==> src/rtl/spu_fx2_pkg.sv <==
// Shared types, opcodes and shift/rotate helpers for the even-pipe
// fixed-point shift/rotate unit.
package spu_fx2_pkg;

    localparam int FX2_DATA_W = 128;
    localparam int FX2_ADDR_W = 7;

    // RR opcodes are matched on all 11 bits.
    localparam logic [10:0] OP_SHLH  = 11'b00001011111;
    localparam logic [10:0] OP_SHL   = 11'b00001011011;
    localparam logic [10:0] OP_ROTH  = 11'b00001011100;
    localparam logic [10:0] OP_ROT   = 11'b00001011000;

    // RI7 opcodes are matched on the upper 10 bits only.
    localparam logic [9:0]  OP_SHLHI = 10'b0000111111;
    localparam logic [9:0]  OP_SHLI  = 10'b0000111101;
    localparam logic [9:0]  OP_ROTHI = 10'b0000111110;
    localparam logic [9:0]  OP_ROTI  = 10'b0000111100;

    typedef enum logic [2:0] {
        FMT_RR  = 3'd0,
        FMT_RI7 = 3'd1
    } fmt_e;

    typedef enum logic [2:0] {
        ALU_NONE = 3'd0,
        ALU_SHLH = 3'd1,
        ALU_SHL  = 3'd2,
        ALU_ROTH = 3'd3,
        ALU_ROT  = 3'd4
    } alu_kind_e;

    // One pipeline slot; an all-zero slot is a bubble.
    typedef struct packed {
        logic [FX2_DATA_W-1:0] data;
        logic [FX2_ADDR_W-1:0] addr;
        logic                  we;
    } stage_t;

    // Halfword shift left; counts 16..31 clear the element.
    function automatic logic [15:0] fx2_shlh(input logic [15:0] v, input logic [4:0] c);
        logic [15:0] r;
        if (c > 5'd15) begin
            r = 16'h0000;
        end else begin
            r = v << c;
        end
        return r;
    endfunction

    // Word shift left; counts 32..63 clear the element.
    function automatic logic [31:0] fx2_shl(input logic [31:0] v, input logic [5:0] c);
        logic [31:0] r;
        if (c > 6'd31) begin
            r = 32'h0000_0000;
        end else begin
            r = v << c;
        end
        return r;
    endfunction

    // Halfword rotate left; a zero count shifts right by 16, which yields 0.
    function automatic logic [15:0] fx2_roth(input logic [15:0] v, input logic [3:0] c);
        return (v << c) | (v >> (5'd16 - {1'b0, c}));
    endfunction

    // Word rotate left.
    function automatic logic [31:0] fx2_rot(input logic [31:0] v, input logic [4:0] c);
        return (v << c) | (v >> (6'd32 - {1'b0, c}));
    endfunction

endpackage

==> src/rtl/simple_fixed2_pipe_if.sv <==
// Issue-side and result-side signal bundle of the shift/rotate pipe.
// Vectors declared [0:N-1] follow the big-endian numbering (bit 0 = MSB).
interface simple_fixed2_pipe_if #(
    parameter int DATA_W  = 128,
    parameter int LATENCY = 4,
    parameter int ADDR_W  = 7
);
    logic [0:10]                 op;
    logic [2:0]                  format;
    logic [ADDR_W-1:0]           rt_addr;
    logic [0:DATA_W-1]           ra;
    logic [0:DATA_W-1]           rb;
    logic [0:17]                 imm;
    logic                        reg_write;
    logic                        stall;
    logic                        flush;
    logic [0:LATENCY*DATA_W-1]   fwd_data;
    logic [0:LATENCY*ADDR_W-1]   fwd_addr;
    logic [0:LATENCY-1]          fwd_we;
    logic [0:DATA_W-1]           rt_wb;
    logic [ADDR_W-1:0]           rt_addr_wb;
    logic                        reg_write_wb;

    modport master (
        output op, format, rt_addr, ra, rb, imm, reg_write, stall, flush,
        input  fwd_data, fwd_addr, fwd_we, rt_wb, rt_addr_wb, reg_write_wb
    );

    modport slave (
        input  op, format, rt_addr, ra, rb, imm, reg_write, stall, flush,
        output fwd_data, fwd_addr, fwd_we, rt_wb, rt_addr_wb, reg_write_wb
    );
endinterface

==> src/rtl/fx2_shift_rot_alu.sv <==
// Combinational halfword/word shift and rotate datapath with opcode decode.
// valid is low for nop, undefined opcodes and unsupported formats.
module fx2_shift_rot_alu
    import spu_fx2_pkg::*;
#(
    parameter int DATA_W = 128
) (
    input  logic [0:10]       op,
    input  logic [2:0]        format,
    input  logic [0:DATA_W-1] ra,
    input  logic [0:DATA_W-1] rb,
    input  logic [0:17]       imm,
    output logic [0:DATA_W-1] result,
    output logic              valid
);

    alu_kind_e   kind_s;
    logic        use_imm_s;
    logic [5:0]  cnt_imm_s;
    logic        unused_s;

    // Every count mask is at most 6 bits wide, so the low bits of the
    // immediate equal the masked sign-extended count.
    assign cnt_imm_s = imm[12:17];
    assign unused_s  = ^{imm[0:11], rb};

    // Decode opcode and format into an operation class and count source
    always_comb begin
        kind_s    = ALU_NONE;
        use_imm_s = 1'b0;
        case (format)
            FMT_RR: begin
                case (op)
                    OP_SHLH: kind_s = ALU_SHLH;
                    OP_SHL:  kind_s = ALU_SHL;
                    OP_ROTH: kind_s = ALU_ROTH;
                    OP_ROT:  kind_s = ALU_ROT;
                    default: kind_s = ALU_NONE;
                endcase
            end
            FMT_RI7: begin
                use_imm_s = 1'b1;
                case (op[0:9])
                    OP_SHLHI: kind_s = ALU_SHLH;
                    OP_SHLI:  kind_s = ALU_SHL;
                    OP_ROTHI: kind_s = ALU_ROTH;
                    OP_ROTI:  kind_s = ALU_ROT;
                    default:  kind_s = ALU_NONE;
                endcase
            end
            default: begin
                kind_s    = ALU_NONE;
                use_imm_s = 1'b0;
            end
        endcase
    end

    assign valid = (kind_s != ALU_NONE);

    // Apply the selected operation to every element; each count comes from the matching rb element
    always_comb begin
        result = '0;
        case (kind_s)
            ALU_SHLH: begin
                for (int h = 0; h < DATA_W / 16; h++) begin
                    result[h*16 +: 16] = fx2_shlh(ra[h*16 +: 16],
                        use_imm_s ? cnt_imm_s[4:0] : rb[h*16+11 +: 5]);
                end
            end
            ALU_ROTH: begin
                for (int h = 0; h < DATA_W / 16; h++) begin
                    result[h*16 +: 16] = fx2_roth(ra[h*16 +: 16],
                        use_imm_s ? cnt_imm_s[3:0] : rb[h*16+12 +: 4]);
                end
            end
            ALU_SHL: begin
                for (int w = 0; w < DATA_W / 32; w++) begin
                    result[w*32 +: 32] = fx2_shl(ra[w*32 +: 32],
                        use_imm_s ? cnt_imm_s : rb[w*32+26 +: 6]);
                end
            end
            ALU_ROT: begin
                for (int w = 0; w < DATA_W / 32; w++) begin
                    result[w*32 +: 32] = fx2_rot(ra[w*32 +: 32],
                        use_imm_s ? cnt_imm_s[4:0] : rb[w*32+27 +: 5]);
                end
            end
            default: result = '0;
        endcase
    end

endmodule

==> src/rtl/simple_fixed2_pipe.sv <==
// Even-pipe fixed-point shift/rotate unit: ALU result staged through
// LATENCY-1 slots plus a write-back register, with per-stage forwarding taps.
// Stage widths come from the package struct, so DATA_W/ADDR_W must match it.
module simple_fixed2_pipe
    import spu_fx2_pkg::*;
#(
    parameter int DATA_W  = FX2_DATA_W,
    parameter int LATENCY = 4,
    parameter int ADDR_W  = FX2_ADDR_W
) (
    input  logic                 clk,
    input  logic                 reset,
    simple_fixed2_pipe_if.slave  bus
);

    localparam int STAGES = LATENCY - 1;

    stage_t            stage_r [STAGES];
    stage_t            wb_r;
    stage_t            issue_s;
    logic [0:DATA_W-1] alu_result_s;
    logic              alu_valid_s;

    fx2_shift_rot_alu #(.DATA_W(DATA_W)) u_alu (
        .op     (bus.op),
        .format (bus.format),
        .ra     (bus.ra),
        .rb     (bus.rb),
        .imm    (bus.imm),
        .result (alu_result_s),
        .valid  (alu_valid_s)
    );

    // Build the slot entering stage 0; anything the ALU rejects becomes a bubble
    always_comb begin
        issue_s = '0;
        if (alu_valid_s) begin
            issue_s.data = alu_result_s;
            issue_s.addr = bus.rt_addr;
            issue_s.we   = bus.reg_write;
        end else begin
            issue_s = '0;
        end
    end

    // Advance the staging line with reset > flush > stall > advance priority
    always_ff @(posedge clk) begin
        if (reset || bus.flush) begin
            for (int k = 0; k < STAGES; k++) begin
                stage_r[k] <= '0;
            end
            wb_r <= '0;
        end else if (bus.stall) begin
            for (int k = 0; k < STAGES; k++) begin
                stage_r[k] <= stage_r[k];
            end
            wb_r <= wb_r;
        end else begin
            stage_r[0] <= issue_s;
            for (int k = 1; k < STAGES; k++) begin
                stage_r[k] <= stage_r[k-1];
            end
            wb_r <= stage_r[STAGES-1];
        end
    end

    for (genvar k = 0; k < STAGES; k++) begin : g_tap
        assign bus.fwd_data[k*DATA_W +: DATA_W] = stage_r[k].data;
        assign bus.fwd_addr[k*ADDR_W +: ADDR_W] = stage_r[k].addr;
        assign bus.fwd_we[k]                    = stage_r[k].we;
    end

    // The last tap mirrors the write-back register.
    assign bus.fwd_data[STAGES*DATA_W +: DATA_W] = wb_r.data;
    assign bus.fwd_addr[STAGES*ADDR_W +: ADDR_W] = wb_r.addr;
    assign bus.fwd_we[STAGES]                    = wb_r.we;

    assign bus.rt_wb        = wb_r.data;
    assign bus.rt_addr_wb   = wb_r.addr;
    assign bus.reg_write_wb = wb_r.we;

endmodule

==> src/flat_wrapper.sv <==
// flat-port wrapper written by rule: the top's interface ports become plain ports
module simple_fixed2_pipe_flat import spu_fx2_pkg::*;
#(
    parameter int DATA_W  = FX2_DATA_W,
    parameter int LATENCY = 4,
    parameter int ADDR_W  = FX2_ADDR_W
)
  (clk, reset, bus_op, bus_format, bus_rt_addr, bus_ra, bus_rb, bus_imm, bus_reg_write, bus_stall, bus_flush, bus_fwd_data, bus_fwd_addr, bus_fwd_we, bus_rt_wb, bus_rt_addr_wb, bus_reg_write_wb);
  simple_fixed2_pipe_if #(.DATA_W(DATA_W), .LATENCY(LATENCY), .ADDR_W(ADDR_W)) bus_i ();
  input  logic clk;
  input  logic reset;
  input wire logic [$bits(bus_i.op)-1:0] bus_op;
  input wire logic [$bits(bus_i.format)-1:0] bus_format;
  input wire logic [$bits(bus_i.rt_addr)-1:0] bus_rt_addr;
  input wire logic [$bits(bus_i.ra)-1:0] bus_ra;
  input wire logic [$bits(bus_i.rb)-1:0] bus_rb;
  input wire logic [$bits(bus_i.imm)-1:0] bus_imm;
  input wire logic [$bits(bus_i.reg_write)-1:0] bus_reg_write;
  input wire logic [$bits(bus_i.stall)-1:0] bus_stall;
  input wire logic [$bits(bus_i.flush)-1:0] bus_flush;
  output wire logic [$bits(bus_i.fwd_data)-1:0] bus_fwd_data;
  output wire logic [$bits(bus_i.fwd_addr)-1:0] bus_fwd_addr;
  output wire logic [$bits(bus_i.fwd_we)-1:0] bus_fwd_we;
  output wire logic [$bits(bus_i.rt_wb)-1:0] bus_rt_wb;
  output wire logic [$bits(bus_i.rt_addr_wb)-1:0] bus_rt_addr_wb;
  output wire logic [$bits(bus_i.reg_write_wb)-1:0] bus_reg_write_wb;
  assign bus_i.op = bus_op;
  assign bus_i.format = bus_format;
  assign bus_i.rt_addr = bus_rt_addr;
  assign bus_i.ra = bus_ra;
  assign bus_i.rb = bus_rb;
  assign bus_i.imm = bus_imm;
  assign bus_i.reg_write = bus_reg_write;
  assign bus_i.stall = bus_stall;
  assign bus_i.flush = bus_flush;
  assign bus_fwd_data = bus_i.fwd_data;
  assign bus_fwd_addr = bus_i.fwd_addr;
  assign bus_fwd_we = bus_i.fwd_we;
  assign bus_rt_wb = bus_i.rt_wb;
  assign bus_rt_addr_wb = bus_i.rt_addr_wb;
  assign bus_reg_write_wb = bus_i.reg_write_wb;
  simple_fixed2_pipe #(.DATA_W(DATA_W), .LATENCY(LATENCY), .ADDR_W(ADDR_W)) u_core (.clk(clk), .reset(reset), .bus(bus_i));
endmodule
==> config.mk <==
export PLATFORM = sky130hd
export DESIGN_NAME = simple_fixed2_pipe_flat
export DESIGN_NICKNAME = d
export VERILOG_FILES = /design/src/rtl/spu_fx2_pkg.sv /design/src/rtl/simple_fixed2_pipe_if.sv /design/src/rtl/fx2_shift_rot_alu.sv /design/src/rtl/simple_fixed2_pipe.sv /design/src/flat_wrapper.sv
export SDC_FILE = /design/constraint.sdc
export NUM_CORES = 2
export LEC_CHECK = 0
export CAP_MARGIN = 25
export CORE_AREA = 2 2 378 380
export CTS_CLUSTER_DIAMETER = 60
export DETAILED_ROUTE_END_ITERATION = 7
export DIE_AREA = 0 0 380 382
export PLACE_DENSITY = 0.54
export REMOVE_ABC_BUFFERS = 1
export SYNTH_ARGS = -nofsm -noshare
export SYNTH_HDL_FRONTEND = slang
export SYNTH_SLANG_ARGS = --single-unit
==> constraint.sdc <==
create_clock -name clk -period 10.8 [get_ports clk]
set_input_delay 2.16 -clock clk [delete_from_list [all_inputs] [get_ports clk]]
set_output_delay 2.16 -clock clk [all_outputs]
set_load 0.01 [all_outputs]
# After elaboration in Yosys (flattened, before gate mapping)
# Memory sizes are Yosys's and may differ from the RTL's.
# Cells that the tools add are included.
dict set report classes {
  n_addsub 12
  magnitude_cmp 12
  eq_ne 13
  shift 36
  n_mux 52
  bitwise_logic 18
  reduce_logical 3
}
# cell count
set ops {}
lappend ops {{136-bit two-way mux} 7}
lappend ops {{128-bit case mux with 4 select lines} 1}
lappend ops {{16-bit two-way mux} 8}
lappend ops {{32-bit two-way mux} 4}
lappend ops {{16-bit bitwise OR} 8}
lappend ops {{32-bit bitwise OR} 4}
lappend ops {{16-bit by 4-bit << shifter with 16-bit output} 8}
lappend ops {{16-bit by 5-bit << shifter with 16-bit output} 8}
lappend ops {{32-bit by 5-bit << shifter with 32-bit output} 4}
lappend ops {{32-bit by 6-bit << shifter with 32-bit output} 4}
lappend ops {{16-bit by 5-bit right shift with 16-bit output} 8}
lappend ops {{32-bit by 6-bit right shift with 32-bit output} 4}
lappend ops {{11-bit by 7-bit == test with 1-bit output (second input constant)} 4}
lappend ops {{10-bit by 6-bit == test with 1-bit output (second input constant)} 4}
lappend ops {{5-bit by 4-bit > comparator with 1-bit output (second input constant)} 8}
lappend ops {{5-bit two-way mux} 8}
lappend ops {{5-bit by 4-bit subtractor with 5-bit output (first input constant)} 8}
lappend ops {{4-bit two-way mux} 8}
lappend ops {{6-bit by 5-bit > comparator with 1-bit output (second input constant)} 4}
lappend ops {{6-bit two-way mux} 4}
lappend ops {{3-bit case mux with 4 select lines} 2}
lappend ops {{6-bit by 5-bit subtractor with 6-bit output (first input constant)} 4}
lappend ops {{1-bit two-way mux} 9}
lappend ops {{3-bit by 1-bit == test with 1-bit output (second input constant)} 2}
lappend ops {{7 further kinds} 13}
dict set report totals {
  regBits 136
  mem_bits_rw 408
  in_bits 300
  output_inout_bits 680
  elab_cells 150
  memories 1
}
# name words word_bits rd rd_ports_with_merged_regs write_ports line
set mem_list {}
lappend mem_list {u_core.stage_r 3 136 3 0 3 simple_fixed2_pipe.sv:18} ;# stage_t stage_r [STAGES];

# Logic depth before layout (Yosys ltp)
dict set report depth {
  word_depth 9
  ltp_mapped 17
  ltp_nobuf 11
}

# Cells and area by module
# A second synthesis with hierarchy kept.
dict set report unflattened {
  hier_cells 4906
  hier_area_um2 44206.1
}
# mod n_inst cells_each area_each_um2 seq_area_each_um2
set by_module_without_submodules {}
lappend by_module_without_submodules {fx2_shift_rot_alu 1 3466 23378.7 0.0}
lappend by_module_without_submodules {simple_fixed2_pipe 1 1440 20827.5 14974.4}

# Least setup slack after synthesis
# OpenSTA, ideal clock, no wires.
dict set report synth_path {
  path_type {input port to flip-flop}
  startpoint {input bus_flush}
  endpoint {memory u_core.stage_r[0][0] in the netlist's numbering, enable pin}
  setup_time_ps 754
  arrival_time_ps 10574
  t_required_ps 10046
  setup_slack_ps -528
  path_stages 5
  path_buffers 2
  path_cell_list {nor2_1 > and2_1 > clkbuf_1 > clkbuf_1 > inv_1}
}
# item line
set synth_rtl {}
lappend synth_rtl {{start: declaration} flat_wrapper.sv:20} ;# input wire logic [$bits(bus_i.flush)-1:0] bus_flush;
lappend synth_rtl {{end: declaration} simple_fixed2_pipe.sv:18}

==> impl_metrics.json <==
{
  "die-area_um2": 145200,
  "leakage_nw": 20.42,
  "maxSlewViolCount": 0,
  "critical_path_class": "in -> reg",
  "dpl.cell_count": 6812,
  "async_flop_share_pct": 0,
  "detail_route.wl_per_cell_um": 27.40,
  "drc": 0,
  "min_path_type": "reg -> reg",
  "drive_above_1_share_pct": 8.096,
  "ys_seq_area_share_pct": 35.83,
  "hold_buffers": 0,
  "powerDensity_nw_per_um2": 125.7,
  "cts_tree": "built",
  "post-cts-setup-buffers": 0,
  "synth_cell_type_count": 97,
  "r2r_end": "u_core.stage_r[0][262]",
  "grt_pass1_wl_mm": 273.5,
  "tns_ps": 0,
  "antenna_found_initial": 20,
  "crit_arrival_ps": 7910,
  "crit_path_frequent_cell": "buf_4",
  "fin_ws_ps": 3372,
  "finalHoldViolCount": 0,
  "initial_core_util_pct": 29.66,
  "syn_area_um2": 41790,
  "drtAntennaViolNets": 0,
  "critPathBufInv": 4,
  "cp.required_ps": 11280,
  "cp_slowest_stage_delay_ps": 890,
  "globalRouteOverflowTotal": 0,
  "drt_iter0_drc": 4422,
  "synth_edf_count": 408,
  "crit_chain": "clkdlybuf4s50_1 -> or3b_4 -> a21oi_4 -> buf_4 -> ha_1 -> buf_4 -> inv_2 -> nand2_1 -> nor3_1 -> nor2_1 -> a21oi_1 -> a222oi_1 -> o2bb2ai_1",
  "final_nets": 5306,
  "clk_latency_ps": 660,
  "path_max_fanout": 52,
  "critPathTopFamily": "buffers and inverters",
  "drv_cap": 0,
  "critPathSlowestCell": "or3b_4",
  "rsz0062_at_grt": "false",
  "crit_path_start_kind": "primary input",
  "syn_to_final_growth_pct": 27.92,
  "htreeDepth": 3,
  "setup_viol": 0,
  "dp_hpwl_mm": 143.7,
  "drt_pre_antenna_iters": 6,
  "syn_inst": 4496,
  "stdcell_count": 6946,
  "clock_skew_ps": 18.98,
  "holdPathStages": 1,
  "synth_top_flop_cell": "edfxtp_1",
  "vias_per_cell": 5.745,
  "die_h_um": 382,
  "die_w_um": 380,
  "ctsResizeCount": 0,
  "holdCritStartpoint": "u_core.stage_r[0][274]",
  "syn_avg_cell_area_um2": 9.296,
  "clk_pin_slew_ps": 60,
  "r2r_slack_ps": 9740,
  "yosys_warnings": 0,
  "fmax_mhz": 134.6,
  "vias": 39910,
  "reg2reg_depth": 1,
  "gp_congestion": 0.9699,
  "grtUsageTotal_pct": 24.93,
  "ir_worst_vdd_uv": 86.70,
  "outcome": "completed",
  "grt_max_degree": 191,
  "cts_sinks": 544,
  "std_cell_rows": 138,
  "yosysTopAreaCell": "edfxtp_1",
  "worst_pin_slew_ps": 1132,
  "maxSlewHeadroom_pct": 24.43,
  "holdWs_ps": 478.9,
  "cts_buffer_depth": 3,
  "pre_cts_slack_ps": 2677,
  "synth_seq_cells": 544,
  "period_minus_slack_ps": 7428,
  "ios": 980,
  "netlist_top_cells_area": "edfxtp_1 29%, mux2i_1 15%, dfxtp_1 6.5%, and2_1 4.5%, nand2_1 3.6%",
  "r2r_start": "u_core.stage_r[0][126]",
  "synth_top_area_share_pct": 29.31,
  "grt_pass1_vias": 38200,
  "core_um2": 140900,
  "worstHoldEndpoint": "u_core.bus.rt_addr_wb[1]",
  "wl_mm": 190.3,
  "cts-root-buf": "clkbuf_16",
  "endpoint_kind": "flop",
  "fin_crit_sh_pct": 68.78,
  "portBuffers": 883,
  "numCtsBuffers": 70
}
[registers in the layout (all words and copies together) (netlist names)]
name                     cells
u_core.stage_r             408
u_core.bus.rt_addr_wb        7
u_core.bus.rt_wb           128
u_core.bus.reg_write_wb      1
[Yosys cell counts, types with 28 or more instances]
cell and count:
and3_1 30, buf_2 111, o21ai_0 181, buf_4 156, dfxtp_1 136, mux4_2 61
nand3_1 116, a31oi_1 67, a22o_1 140, o22ai_1 126, a21o_1 36, and2_1 302
nor2_1 289, clkbuf_1 254, a22oi_1 37, a211oi_1 108, edfxtp_1 408, nor3_1 94
mux2i_1 621, o211ai_1 33, nand2_1 396, a221oi_1 28, a21oi_1 240, mux2_2 54
[routing by layer]
metal / wire length [um] / part of all wire (%) / up-vias / GRT usage (%)
met3: 15070 / 7.9 / 321 / 4.843
met5: 153 / 0.080 / - / 0
met2: 87830 / 46 / 2057 / 40.11
met1: 81380 / 43 / 19620 / 33.50
met4: 5851 / 3.1 / 22 / 8.157
li1: - / - / 17890 / -
[cells by family after synthesis]
family / count (synthesis) / synth area share [%]
fa+ha+maj: 10 / 0.2994
simple gates: 1330 / 15.37
compound gates: 1253 / 20.84
mux: 740 / 19.74
buf+inv: 594 / 7.254
flops: 544 / 35.83
xor+xnor: 25 / 0.6676
[how the worst max path moves through the flow]
stage | start | end | slack [ps] | depth (start not counted)
after floorplan | bus_stall | u_core.stage_r[0][36] | -10270 | 5
final | bus_format[1] | u_core.stage_r[0][127] | 3370 | 13
after detailed placement | bus_format[2] | u_core.stage_r[0][127] | 2680 | 11
after CTS | bus_format[2] | u_core.stage_r[0][127] | 3420 | 11
after global placement | bus_format[2] | u_core.stage_r[0][111] | 2740 | 13
after global routing | bus_format[2] | u_core.stage_r[0][127] | 3030 | 13
[power by group]
group / internal [mW] / leakage, nW / switching (mW)
clock: 1.43 / 1.15 / 0.975
sequential: 2.31 / 5.85 / 0.0445
combinational: 0.744 / 13.4 / 1.22
total: 4.48 / 20.4 / 2.24
[through the flow]
| step | power [mW] | area, um2 | util [%] |
|---|---|---|---|
| 6_report | 6.721 | 53460 | 37.95 |
| 5_1_grt | 6.985 | 53450 | 37.94 |
| 4_1_cts | 6.750 | 53430 | 37.92 |
| 3_5_place_dp | 4.316 | 51060 | 36.24 |
| 3_3_place_gp | 4.322 | 51030 | 36.22 |
| 2_1_floorplan | 3.535 | 38900 | - |
[final cells by class]
type	instances	area, um2
diodes	4	10.01
clock buffers	91	1891
clock inverters	37	485.5
fillers	14200	87430
inverters	37	146.4
multi-input cells	3358	23940
flip-flops and latches	544	14970
well taps	1890	2365
repair buffers	985	9657
[cell usage in the layout (no fill, tap or decap), types with 70 or more instances in the layout]
cell	Yosys	routed
a211oi_1	108	108
a21oi_1	240	238
a22o_1	140	140
and2_1	302	301
buf_4	156	97
clkbuf_16	0	70
clkdlybuf4s50_1	0	883
dfxtp_1	136	136
edfxtp_1	408	408
mux2i_1	621	621
nand2_1	396	394
nand3_1	116	116
nor2_1	289	288
nor3_1	94	92
o21ai_0	181	181
o22ai_1	126	126
Note: power is estimated with default switching activity, not from simulation.
